## config.mk

```make
export PLATFORM = sky130hd
export DESIGN_NAME = sipo_rx_flat
export DESIGN_NICKNAME = d
export VERILOG_FILES = /design/src/rtl/sipo_rx_if.sv /design/src/rtl/sipo_rx.sv /design/src/flat_wrapper.sv
export SDC_FILE = /design/constraint.sdc
export NUM_CORES = 1
export LEC_CHECK = 0
export ABC_AREA = 0
export CAP_MARGIN = 20
export CORE_ASPECT_RATIO = 0.75
export CORE_UTILIZATION = 50
export CTS_CLUSTER_DIAMETER = 80
export DETAILED_ROUTE_END_ITERATION = 10
export DONT_BUFFER_PORTS = 1
export PLACE_DENSITY = 0.64
export SYNTH_ARGS = -nofsm -noshare
export SYNTH_HDL_FRONTEND = slang
export SYNTH_SLANG_ARGS = --single-unit
```

## constraint.sdc

```tcl
create_clock -name clk -period 2.3 [get_ports clk]
set_input_delay 0.46 -clock clk [delete_from_list [all_inputs] [get_ports clk]]
set_output_delay 0.46 -clock clk [all_outputs]
set_load 0.01 [all_outputs]
```

## src/rtl/sipo_rx_if.sv

```systemverilog
// sipo_rx_if -- handshake bundle for the serial-in / parallel-out receiver.
//   master : drives bit_in, bit_valid, clear, data_ready; observes results
//   slave  : the receiver; drives data_out, data_valid, overrun,
//            parity_err, busy
interface sipo_rx_if;
    logic       bit_in;
    logic       bit_valid;
    logic       clear;
    logic       data_ready;
    logic [7:0] data_out;
    logic       data_valid;
    logic       overrun;
    logic       parity_err;
    logic       busy;

    modport master (
        output bit_in, bit_valid, clear, data_ready,
        input  data_out, data_valid, overrun, parity_err, busy
    );

    modport slave (
        input  bit_in, bit_valid, clear, data_ready,
        output data_out, data_valid, overrun, parity_err, busy
    );
endinterface

```

## src/rtl/sipo_rx.sv

```systemverilog
// sipo_rx -- serial-in, parallel-out byte receiver with a one-entry output
// register and valid/ready handoff to the consumer.
//
// Ports:
//   clk  : rising-edge clock
//   rst  : asynchronous active-low reset
//   bus  : sipo_rx_if.slave
//          bit_in/bit_valid  serial bit stream, LSB first
//          clear             abort partial frame, clear overrun
//          data_out/valid    assembled byte, held until accepted (data_ready)
//          overrun           sticky: a completed frame was dropped
//          parity_err        parity result for the byte in data_out
//          busy              a partial frame is in progress
//
// Optional feature: define SIPO_PARITY_EN for 9-bit frames (8 data bits then
// an even-parity bit). Without it frames are 8 bits and parity_err is 0.
module sipo_rx (
    input  logic       clk,
    input  logic       rst,
    sipo_rx_if.slave   bus
);

`ifdef SIPO_PARITY_EN
    localparam logic [3:0] LAST_CNT = 4'd8;
`else
    localparam logic [3:0] LAST_CNT = 4'd7;
`endif

    logic [7:0] shift_q, shift_d;
    logic [3:0] cnt_q,   cnt_d;
    logic [7:0] data_q,  data_d;
    logic       dv_q,    dv_d;
    logic       ovr_q,   ovr_d;

    logic       sample;
    logic       last;
    logic       xfer;
    logic       drop;
    logic [7:0] frame_byte;

    // clear wins over bit_valid on the same edge
    assign sample = bus.bit_valid && !bus.clear;
    assign last   = sample && (cnt_q == LAST_CNT);
    // output slot is free if empty or being drained on this same edge
    assign xfer   = last && (!dv_q || bus.data_ready);
    assign drop   = last && dv_q && !bus.data_ready;

`ifdef SIPO_PARITY_EN
    // final bit is parity; the byte is already fully in the shift register
    assign frame_byte = shift_q;
`else
    assign frame_byte = {bus.bit_in, shift_q[7:1]};
`endif

    always_comb begin
        shift_d = shift_q;
        cnt_d   = cnt_q;
        data_d  = data_q;
        dv_d    = dv_q;
        ovr_d   = ovr_q;

        if (bus.clear) begin
            shift_d = 8'h00;
            cnt_d   = 4'd0;
            ovr_d   = 1'b0;
        end else if (sample) begin
`ifdef SIPO_PARITY_EN
            // parity bit never enters the data path
            if (cnt_q != LAST_CNT)
                shift_d = {bus.bit_in, shift_q[7:1]};
`else
            shift_d = {bus.bit_in, shift_q[7:1]};
`endif
            cnt_d = last ? 4'd0 : cnt_q + 4'd1;
        end

        if (drop)
            ovr_d = 1'b1;

        if (xfer) begin
            data_d = frame_byte;
            dv_d   = 1'b1;
        end else if (dv_q && bus.data_ready) begin
            dv_d   = 1'b0;
        end
    end

    always_ff @(posedge clk or negedge rst) begin
        if (!rst) begin
            shift_q <= 8'h00;
            cnt_q   <= 4'd0;
            data_q  <= 8'h00;
            dv_q    <= 1'b0;
            ovr_q   <= 1'b0;
        end else begin
            shift_q <= shift_d;
            cnt_q   <= cnt_d;
            data_q  <= data_d;
            dv_q    <= dv_d;
            ovr_q   <= ovr_d;
        end
    end

`ifdef SIPO_PARITY_EN
    logic perr_q;

    // even parity: data XOR parity bit must be 0
    always_ff @(posedge clk or negedge rst) begin
        if (!rst)
            perr_q <= 1'b0;
        else if (xfer)
            perr_q <= (^shift_q) ^ bus.bit_in;
    end

    assign bus.parity_err = perr_q;
`else
    assign bus.parity_err = 1'b0;
`endif

    assign bus.data_out   = data_q;
    assign bus.data_valid = dv_q;
    assign bus.overrun    = ovr_q;
    assign bus.busy       = (cnt_q != 4'd0);

endmodule

```

## src/flat_wrapper.sv

```systemverilog
// flat-port wrapper written by rule: the top's interface ports become plain ports
module sipo_rx_flat 
  (clk, rst, bus_bit_in, bus_bit_valid, bus_clear, bus_data_ready, bus_data_out, bus_data_valid, bus_overrun, bus_parity_err, bus_busy);
  sipo_rx_if bus_i ();
  input  logic clk;
  input  logic rst;
  input wire logic [$bits(bus_i.bit_in)-1:0] bus_bit_in;
  input wire logic [$bits(bus_i.bit_valid)-1:0] bus_bit_valid;
  input wire logic [$bits(bus_i.clear)-1:0] bus_clear;
  input wire logic [$bits(bus_i.data_ready)-1:0] bus_data_ready;
  output wire logic [$bits(bus_i.data_out)-1:0] bus_data_out;
  output wire logic [$bits(bus_i.data_valid)-1:0] bus_data_valid;
  output wire logic [$bits(bus_i.overrun)-1:0] bus_overrun;
  output wire logic [$bits(bus_i.parity_err)-1:0] bus_parity_err;
  output wire logic [$bits(bus_i.busy)-1:0] bus_busy;
  assign bus_i.bit_in = bus_bit_in;
  assign bus_i.bit_valid = bus_bit_valid;
  assign bus_i.clear = bus_clear;
  assign bus_i.data_ready = bus_data_ready;
  assign bus_data_out = bus_i.data_out;
  assign bus_data_valid = bus_i.data_valid;
  assign bus_overrun = bus_i.overrun;
  assign bus_parity_err = bus_i.parity_err;
  assign bus_busy = bus_i.busy;
  sipo_rx u_core (.clk(clk), .rst(rst), .bus(bus_i));
endmodule
```

# Word level (Yosys, flattened, before mapping)
# Index checks and enable logic that the tools add are counted.
[word_totals]
regBits = 22
latch_bits = 0
mem_bits_rw = 0
rom_bits = 0
inputBits = 6
output_inout_bits = 12
word_cells = 30
memories = 0
[classes]
addsub = 1
multipliers = 0
n_div = 0
n_lt_le_gt_ge = 0
n_eq_ne = 1
n_shift = 0
muxes = 9
bitwise_logic = 0
n_reduce_logical = 14
[op_table]
columns = ["cell", "count"]
rows = [
  ["$mux 8", 2],
  ["$mux 4", 3],
  ["$logic_and 1x1->1", 6],
  ["$reduce_bool 2->1", 3],
  ["$add 4x1->4 const B", 1],
  ["$eq 4x3->1 const B", 1],
  ["$mux 1", 4],
  ["$reduce_bool 4->1", 1],
  ["$logic_not 1->1", 3],
  ["$logic_or 1x1->1", 1],
]

# Depth between registers and ports, before layout
# Gate-level depths: netlist of the first run.
[logic_depth]
depth_word = 6
mapped_depth = 4
ltp_nobuf = 4

# Worst setup path before layout of the first run
# OpenSTA, ideal clock, no wires.
[synth_path]
path_type = "input to register"
from = "in bus_data_ready"
to = "reg u_core.data_q[0], in the netlist u_core.bus.data_out[0]"
setup_time_ns = 0.125
t_arrival_ns = 1.262
t_required_ns = 2.175
setup_slack_ns = 0.914
path_stages = 3
n_path_buf = 0
path_cell_list = "or2b_2 nand4_4 mux2_2"
[synth_via]
elab_chain_len = 2
[synth_lines]
columns = ["element", "line_no", "source"]
rows = [
  ["start: declaration", "flat_wrapper.sv:10", "input wire logic [$bits(bus_i.data_ready)-1:0] bus_data_ready;"],
  ["$logic_or 1x1->1", "sipo_rx.sv:45", "assign xfer = last && (!dv_q || bus.data_ready);"],
  ["$logic_and 1x1->1", "sipo_rx.sv:45", ""],
  ["end signal: assignment", "sipo_rx.sv:98", "data_q <= data_d;"],
  ["end: declaration", "sipo_rx.sv:31", "logic [7:0] data_q, data_d;"],
]
# No other way between the ends.
# A chain may end at the register's enable or synchronous reset.

# Final worst setup path of the first run
[layout_path]
from = "reg u_core.cnt_q[0]"
to = "out bus_busy"
[layout_via]
elab_chain_len = 1
[layout_lines]
columns = ["element", "line_no", "source"]
rows = [
  ["start: declaration", "sipo_rx.sv:30", "logic [3:0] cnt_q, cnt_d;"],
  ["start signal: assignment", "sipo_rx.sv:97", "cnt_q <= cnt_d;"],
  ["$reduce_bool 4->1", "sipo_rx.sv:123", "assign bus.busy = (cnt_q != 4'd0);"],
  ["end: declaration", "flat_wrapper.sv:15", "output wire logic [$bits(bus_i.busy)-1:0] bus_busy;"],
]
# No other way between the ends.

==> results of run 1 <==
stage by stage:
stage          setup slack, ns  utilization  hold slack [ns]  instance area (um2)
3_5_place_dp             0.854        0.577            0.165                  918
2_1_floorplan            0.914            -            0.164                  916
5_1_grt                  0.707        0.600            0.188                  955
3_3_place_gp             0.866        0.577            0.165                  918
4_1_cts                  0.734        0.600            0.195                  955
6_report                 0.754        0.600            0.205                  955
power by group through the flow:
stage	Combinational [mW]	Clock (mW)	Sequential, mW
2_1_floorplan	0.0254	0	0.385
3_3_place_gp	0.0180	0	0.386
3_5_place_dp	0.0184	0	0.386
4_1_cts	0.0270	0.178	0.379
5_1_grt	0.0296	0.190	0.379
6_report	0.0258	0.170	0.379
path summary, 6_finish.rpt:
check                                 startpoint                      to  slack [ns]  depth (start not counted)
min in group asynchronous                    rst         u_core.cnt_q[3]        0.71                          1
max in group asynchronous                    rst   u_core.bus.data_valid        1.04                          1
max                              u_core.cnt_q[0]                bus_busy        0.75                          3
min reg2reg                    u_core.shift_q[1]  u_core.bus.data_out[0]        0.52                          1
min                                    bus_clear         u_core.cnt_q[3]        0.21                          1
max reg2reg                u_core.bus.data_valid  u_core.bus.data_out[4]        0.92                          3
registers in the layout, summed over array words and instances (netlist names):
name	cells
u_core.bus.data_out	8
u_core.shift_q	7
u_core.cnt_q	4
u_core.bus.data_valid	1
u_core.bus.overrun	1
logic make-up (layout without fill, tap and decap cells):
group | after synthesis | after routing | share of synthesized area
AND/OR/NAND/NOR | 23 | 23 | 0.143
flip-flops | 21 | 21 | 0.574
multiplexers | 16 | 16 | 0.186
buffers and inverters | 7 | 8 | 0.0382
AO/OA/AOI/OAI | 3 | 3 | 0.0178
adder cells (fa/ha/maj) | 2 | 2 | 0.0273
other | 1 | 1 | 0.00409
XOR/XNOR | 1 | 1 | 0.00956
cell usage in the layout (no fill, tap or decap), types with 2 or more instances in the layout:
cell type	Yosys	final
ha_1	2	2
mux2_2	8	8
dfrtp_1	21	21
inv_1	3	3
nand2_1	4	4
clkbuf_4	1	3
nand3_1	2	2
nor2_1	10	10
mux2i_1	8	8
a21oi_1	2	2
layer usage:
metal / GRT usage / vias to the layer above / wire (um)
li1: - / 247 / -
met1: 0.206 / 247 / 692
met2: 0.227 / 15 / 553
met3: 0.0745 / 5 / 94
met4: 0.0811 / 0 / 24
met5: 0 / - / 0
area by class of cell:
class / count / area share
Sequential cell: 21 / 0.550
Multi-Input combinational cell: 46 / 0.372
Clock buffer: 4 / 0.0275
Tap cell: 21 / 0.0275
Inverter: 3 / 0.0118
Timing Repair Buffer: 1 / 0.0105
==> key figures, run 1 <==
Status
  • Outcome: complete, no violations

Synth
  • Warnings, synthesis: 0
  • Top cell type by total area after synthesis: dfrtp_1
  • Number of synthesized flops with an enable pin: 0
  • Proportion of netlist area held by the largest area contributor: 0.574
  • Gate count of the mapped netlist: 74
  • Most frequent cells after synthesis: 21 x dfrtp_1, 10 x nor2_1, 8 x mux2_2, 8 x mux2i_1, 4 x nand2_1
  • Largest cells by area after synthesis: dfrtp_1 57%, mux2_2 9.8%, mux2i_1 8.7%
  • Top-count cell post-synth: dfrtp_1
  • Flip-flop cell with the highest count after synthesis: dfrtp_1
  • Synthesized area divided by synthesized cell count: 12.4 um2
  • Number of nets in the synthesized netlist: 82
  • Yosys cell types: 23
  • Register bit total from synthesis: 21
  • Proportion of synthesized flip-flops having asynchronous set or reset: 1.00
  • Netlist area before placement: 916 um2
  • Sequential area share after synthesis: 0.574

Place
  • RD Place Congestion: 0.741
  • Post-Place Cells: 91
  • PortBufs: 0

Clock tree
  • Clock Root Buffer: clkbuf_4
  • Number of gates resized after cts: 0
  • Buffer count from post-CTS setup fixing: 0
  • Register clock-pin slew on the reported worst setup and hold paths: 0.11 ns
  • Number of sinks handled by clock tree synthesis: 21
  • Maximum clock path buffer count: 2
  • Number of buffers created by CTS: 3
  • CTS Hold Bufs: 1
  • Clk Latency, worst-skew pair: 0.30 ns
  • CTS HTree Levels: 1
  • CTS tree: done

Worst setup path
  • Type of the worst setup path: flop to output pin
  • Crit. End Element: output pin
  • Crit-path max FO: 4
  • CP delay by family, top: flip-flops
  • Worst setup SP type: flop
  • Data arrival time of the critical path: 1.09 ns
  • Required @ worst endpoint: 1.84 ns
  • Worst Path Buf+Inv: 1
  • Slowest library cell on the worst path: dfrtp_1
  • Peak per-stage delay on the critical path: 0.41 ns
  • Cells along the critical path: inv_1 -> ha_1 -> nand2_1

GRT
  • Initial antenna violation count: 0
  • Via count of the first global-routing pass: 472
  • First-pass GRT wire length: 2130 um
  • Total congestion overflow: 0
  • Tot GR Track Use: 0.160
  • Largest net degree at the start of global routing: 22

Timing
  • Worst-case clock skew: 0.00514 ns
  • Shortest clock period the worst path allows after layout: 1.55 ns
  • Period Utilization, post-route: 0.672
  • Final hold violations: 0
  • Setup repair after global routing missed its margin: no
  • Setup_tns: 0 ns
  • F_max: 647 MHz
  • Final setup viols: 0
  • Actual slew at the worst max-slew pin: 0.887 ns
  • Final count of pins violating max slew: 0
  • Worst slew margin: 0.407

Pwr
  • Cell Pwr Density: 602 nW/um2
  • Combinational power share: 0.045
  • Register share of total power: 0.659
  • Post-layout total power: 0.575 mW
  • Relative contribution of the clock network to total power: 0.296
  • Net load switching power: 0.123 mW
  • Internal power of the cells: 0.452 mW
  • Leakage: 0.477 nW
  • Switching power share of the total: 0.214
  • Worst vdd rail ir drop: 362 uV

Hold path
  • HP Class: primary input to flop

Routing
  • Routed WL: 1370 um
  • Via density per instance: 5.35
  • Total number of vias: 514
  • Post-detailed-route count of antenna-violating nets: 0
  • Detailed-route wire length per cell: 14.2 um
  • Post-route DRC violation count: 0
  • Detailed router's first-iteration violation count: 13
  • Drt pass-1 iters: 4

Floorplanning
  • Initial Util: 0.575
  • Width of the die: 51.4 um
  • Die area: 2010 um2
  • Std-Cell Rows: 12
  • Std-Cell Core Area: 1590 um2
  • Number of top-level pins: 18
  • Die extent in y: 39.1 um

Final layout
  • FILL cells: 134
  • Share of layout cells above drive strength 1: 0.187
  • Antenna fix cells: 0
  • Layout overhead on the synthesized area: 4.24%
  • Final Instance Count excl. Fillers: 96
  • Register cell area after layout: 526 um2
  • Multi-input logic area: 355 um2
  • Number of nets in the final layout: 84

Run
  • Max Cap Violations: 0
Note: power is estimated with default switching activity, not from simulation.
==> run 2: changes to the inputs <==
clock period = 1.6 ns   (was 2.3 ns; I/O delays follow)
==> key figures, run 2 (same netlist as run 1, synthesis figures left out) <==
Hold path
  • HP Class: primary input to flop
  • Hold path start: bus_clear
  • Hold Path Depth: 1 (unchanged)
  • Endpoint of the worst hold-timing path: u_core.cnt_q[2]

Clock tree
  • Maximum clock path buffer count: 2 (unchanged)
  • Buffer count from post-CTS setup fixing: 0 (unchanged)
  • CTS Hold Bufs: 1 (unchanged)
  • Number of gates resized after cts: 0 (unchanged)
  • CTS tree: done
  • Number of buffers created by CTS: 3 (unchanged)
  • Clock Root Buffer: clkbuf_4
  • Register clock-pin slew on the reported worst setup and hold paths: 0.11 ns (about the same)
  • Clk Latency, worst-skew pair: 0.30 ns (about the same)
  • CTS HTree Levels: 1 (unchanged)
  • Number of sinks handled by clock tree synthesis: 21 (unchanged)

Worst setup path
  • R2R Path End: u_core.bus.data_out[2]
  • Flop-to-flop setup slack: 0.20 ns (-0.72 ns)
  • Data arrival time of the critical path: 1.09 ns (about the same)
  • Crit. End Element: output pin
  • Type of the worst setup path: flop to output pin
  • Crit-path max FO: 4 (unchanged)
  • Worst setup SP type: flop
  • Startpoint of the worst register-to-register path: u_core.bus.data_valid
  • Required @ worst endpoint: 1.28 ns (-0.56 ns)
  • Number of cells on the worst reg-to-reg path: 3 (unchanged)

Final layout
  • Number of flip-flops under the largest register name: 8 (unchanged)
  • Share of layout cells above drive strength 1: 0.187 (unchanged)
  • Antenna fix cells: 0 (unchanged)
  • Leading cell types in the layout, fill and taps excluded: 21 x dfrtp_1, 10 x nor2_1, 8 x mux2i_1, 8 x mux2_2, 4 x nand2_1
  • Number of nets in the final layout: 84 (unchanged)
  • Layout overhead on the synthesized area: 4.24% (unchanged)
  • Final Instance Count excl. Fillers: 96 (unchanged)
  • FILL cells: 140 (+4.5%)
  • Most common cell after layout, fill and taps aside: dfrtp_1

Floorplanning
  • Std-Cell Core Area: 1590 um2 (unchanged)
  • Width of the die: 51.4 um (unchanged)
  • Die area: 2010 um2 (unchanged)
  • Initial Util: 0.575 (unchanged)
  • Number of top-level pins: 18 (unchanged)
  • Die extent in y: 39.1 um (unchanged)
  • Std-Cell Rows: 12 (unchanged)

Pwr
  • Worst vdd rail ir drop: 726 uV (+100%)
  • Combinational power share: 0.045 (about the same)
  • Net load switching power: 0.180 mW (+46%)
  • Switching power share of the total: 0.217 (+0.00296)
  • Register share of total power: 0.656 (-0.003)
  • Leakage: 0.477 nW (unchanged)
  • Cell Pwr Density: 869 nW/um2 (+44%)
  • Internal power of the cells: 0.650 mW (+44%)
  • Relative contribution of the clock network to total power: 0.299 (+0.003)

Routing
  • Via density per instance: 5.38 (+0.39%)
  • Post-route DRC violation count: 0 (unchanged)
  • Post-detailed-route count of antenna-violating nets: 0 (unchanged)
  • Routed WL: 1440 um (+5.4%)
  • Detailed router's first-iteration violation count: 15 (+2)
  • Detailed-route wire length per cell: 15.0 um (+5.4%)
  • Drt pass-1 iters: 4 (unchanged)
  • Total number of vias: 516 (+0.39%)

Timing
  • Actual slew at the worst max-slew pin: 0.897 ns (+0.00947 ns)
  • Final count of pins violating max slew: 0 (unchanged)
  • Final setup viols: 0 (unchanged)
  • Setup_tns: 0 ns (unchanged)
  • Worst Hold Margin: 0.0647 ns (-0.141 ns)
  • F_max: 711 MHz
  • Shortest clock period the worst path allows after layout: 1.41 ns
  • Worst slew margin: 0.400 (-0.00633)
  • Setup repair after global routing missed its margin: no
  • Final hold violations: 0 (unchanged)
  • Period Utilization, post-route: 0.878
  • Worst-case clock skew: 0.00516 ns (+0.0000146 ns)

Place
  • Post-detailed-placement half-perimeter wirelength: 969 um
  • PortBufs: 0 (unchanged)
  • Post-Place Cells: 91 (unchanged)
  • RD Place Congestion: 0.735 (-0.82%)

Status
  • Outcome: complete, no violations

GRT
  • Tot GR Track Use: 0.176 (+0.0155)
  • First-pass GRT wire length: 2320 um (+9.1%)
  • Total congestion overflow: 0 (unchanged)
  • Initial antenna violation count: 0 (unchanged)
  • Largest net degree at the start of global routing: 22 (unchanged)
  • Via count of the first global-routing pass: 508 (+7.6%)

Run
  • Max Cap Violations: 0 (unchanged)
## run 2: cell counts in the layout (fill, tap and decap cells not counted)
No cell type changed its count.
## run 2: area by class of cell
cell class / instances / area, um2 / share of cell area
Sequential cell: 21 / 526 / 0.550
Timing Repair Buffer: 1 / 10.0 / 0.0105
Clock buffer: 4 / 26.3 / 0.0275
Tap cell: 21 / 26.3 / 0.0275
Inverter: 3 / 11.3 / 0.0118
Multi-Input combinational cell: 46 / 355 / 0.372
## run 2: through the flow
| step | setup WS, ns | total power, mW | cell area, um2 | utilization |
|---|---|---|---|---|
| floorplan | 0.283 | 0.589 | 916 | - |
| finish | 0.194 | 0.829 | 955 | 0.600 |
| global placement | 0.230 | 0.580 | 918 | 0.577 |
| CTS | 0.169 | 0.847 | 955 | 0.600 |
| global route | 0.0921 | 0.873 | 955 | 0.600 |
| detailed placement | 0.207 | 0.581 | 918 | 0.577 |
## run 2: worst max-delay path: stages (launching register included)
cell	delay, ns
dfrtp_1	0.42
inv_1	0.08
ha_1	0.19
nand2_1	0.10
## run 2: power by group through the flow
stage	combinational, mW	clock [mW]	sequential (mW)
after detailed placement	0.0263	0	0.555
after global routing	0.0446	0.282	0.546
after CTS	0.0385	0.265	0.544
after floorplan	0.0365	0	0.553
final	0.0372	0.248	0.544
after global placement	0.0257	0	0.555
## run 2: worst max path at each step
stage                              to  cells past startpoint                   from
2_1_floorplan  u_core.bus.data_out[0]                      3  u_core.bus.data_valid
3_3_place_gp   u_core.bus.data_out[5]                      3  u_core.bus.data_valid
3_5_place_dp   u_core.bus.data_out[1]                      3  u_core.bus.data_valid
4_1_cts                      bus_busy                      3        u_core.cnt_q[0]
5_1_grt                      bus_busy                      3        u_core.cnt_q[0]
6_report                     bus_busy                      3        u_core.cnt_q[0]
## run 2: layer usage
layer	vias up	GRT usage	wire length [um]
met3	0	0.110	109
li1	249	-	-
met5	-	0	0
met2	15	0.266	617
met1	252	0.212	712
met4	0	0.0405	0
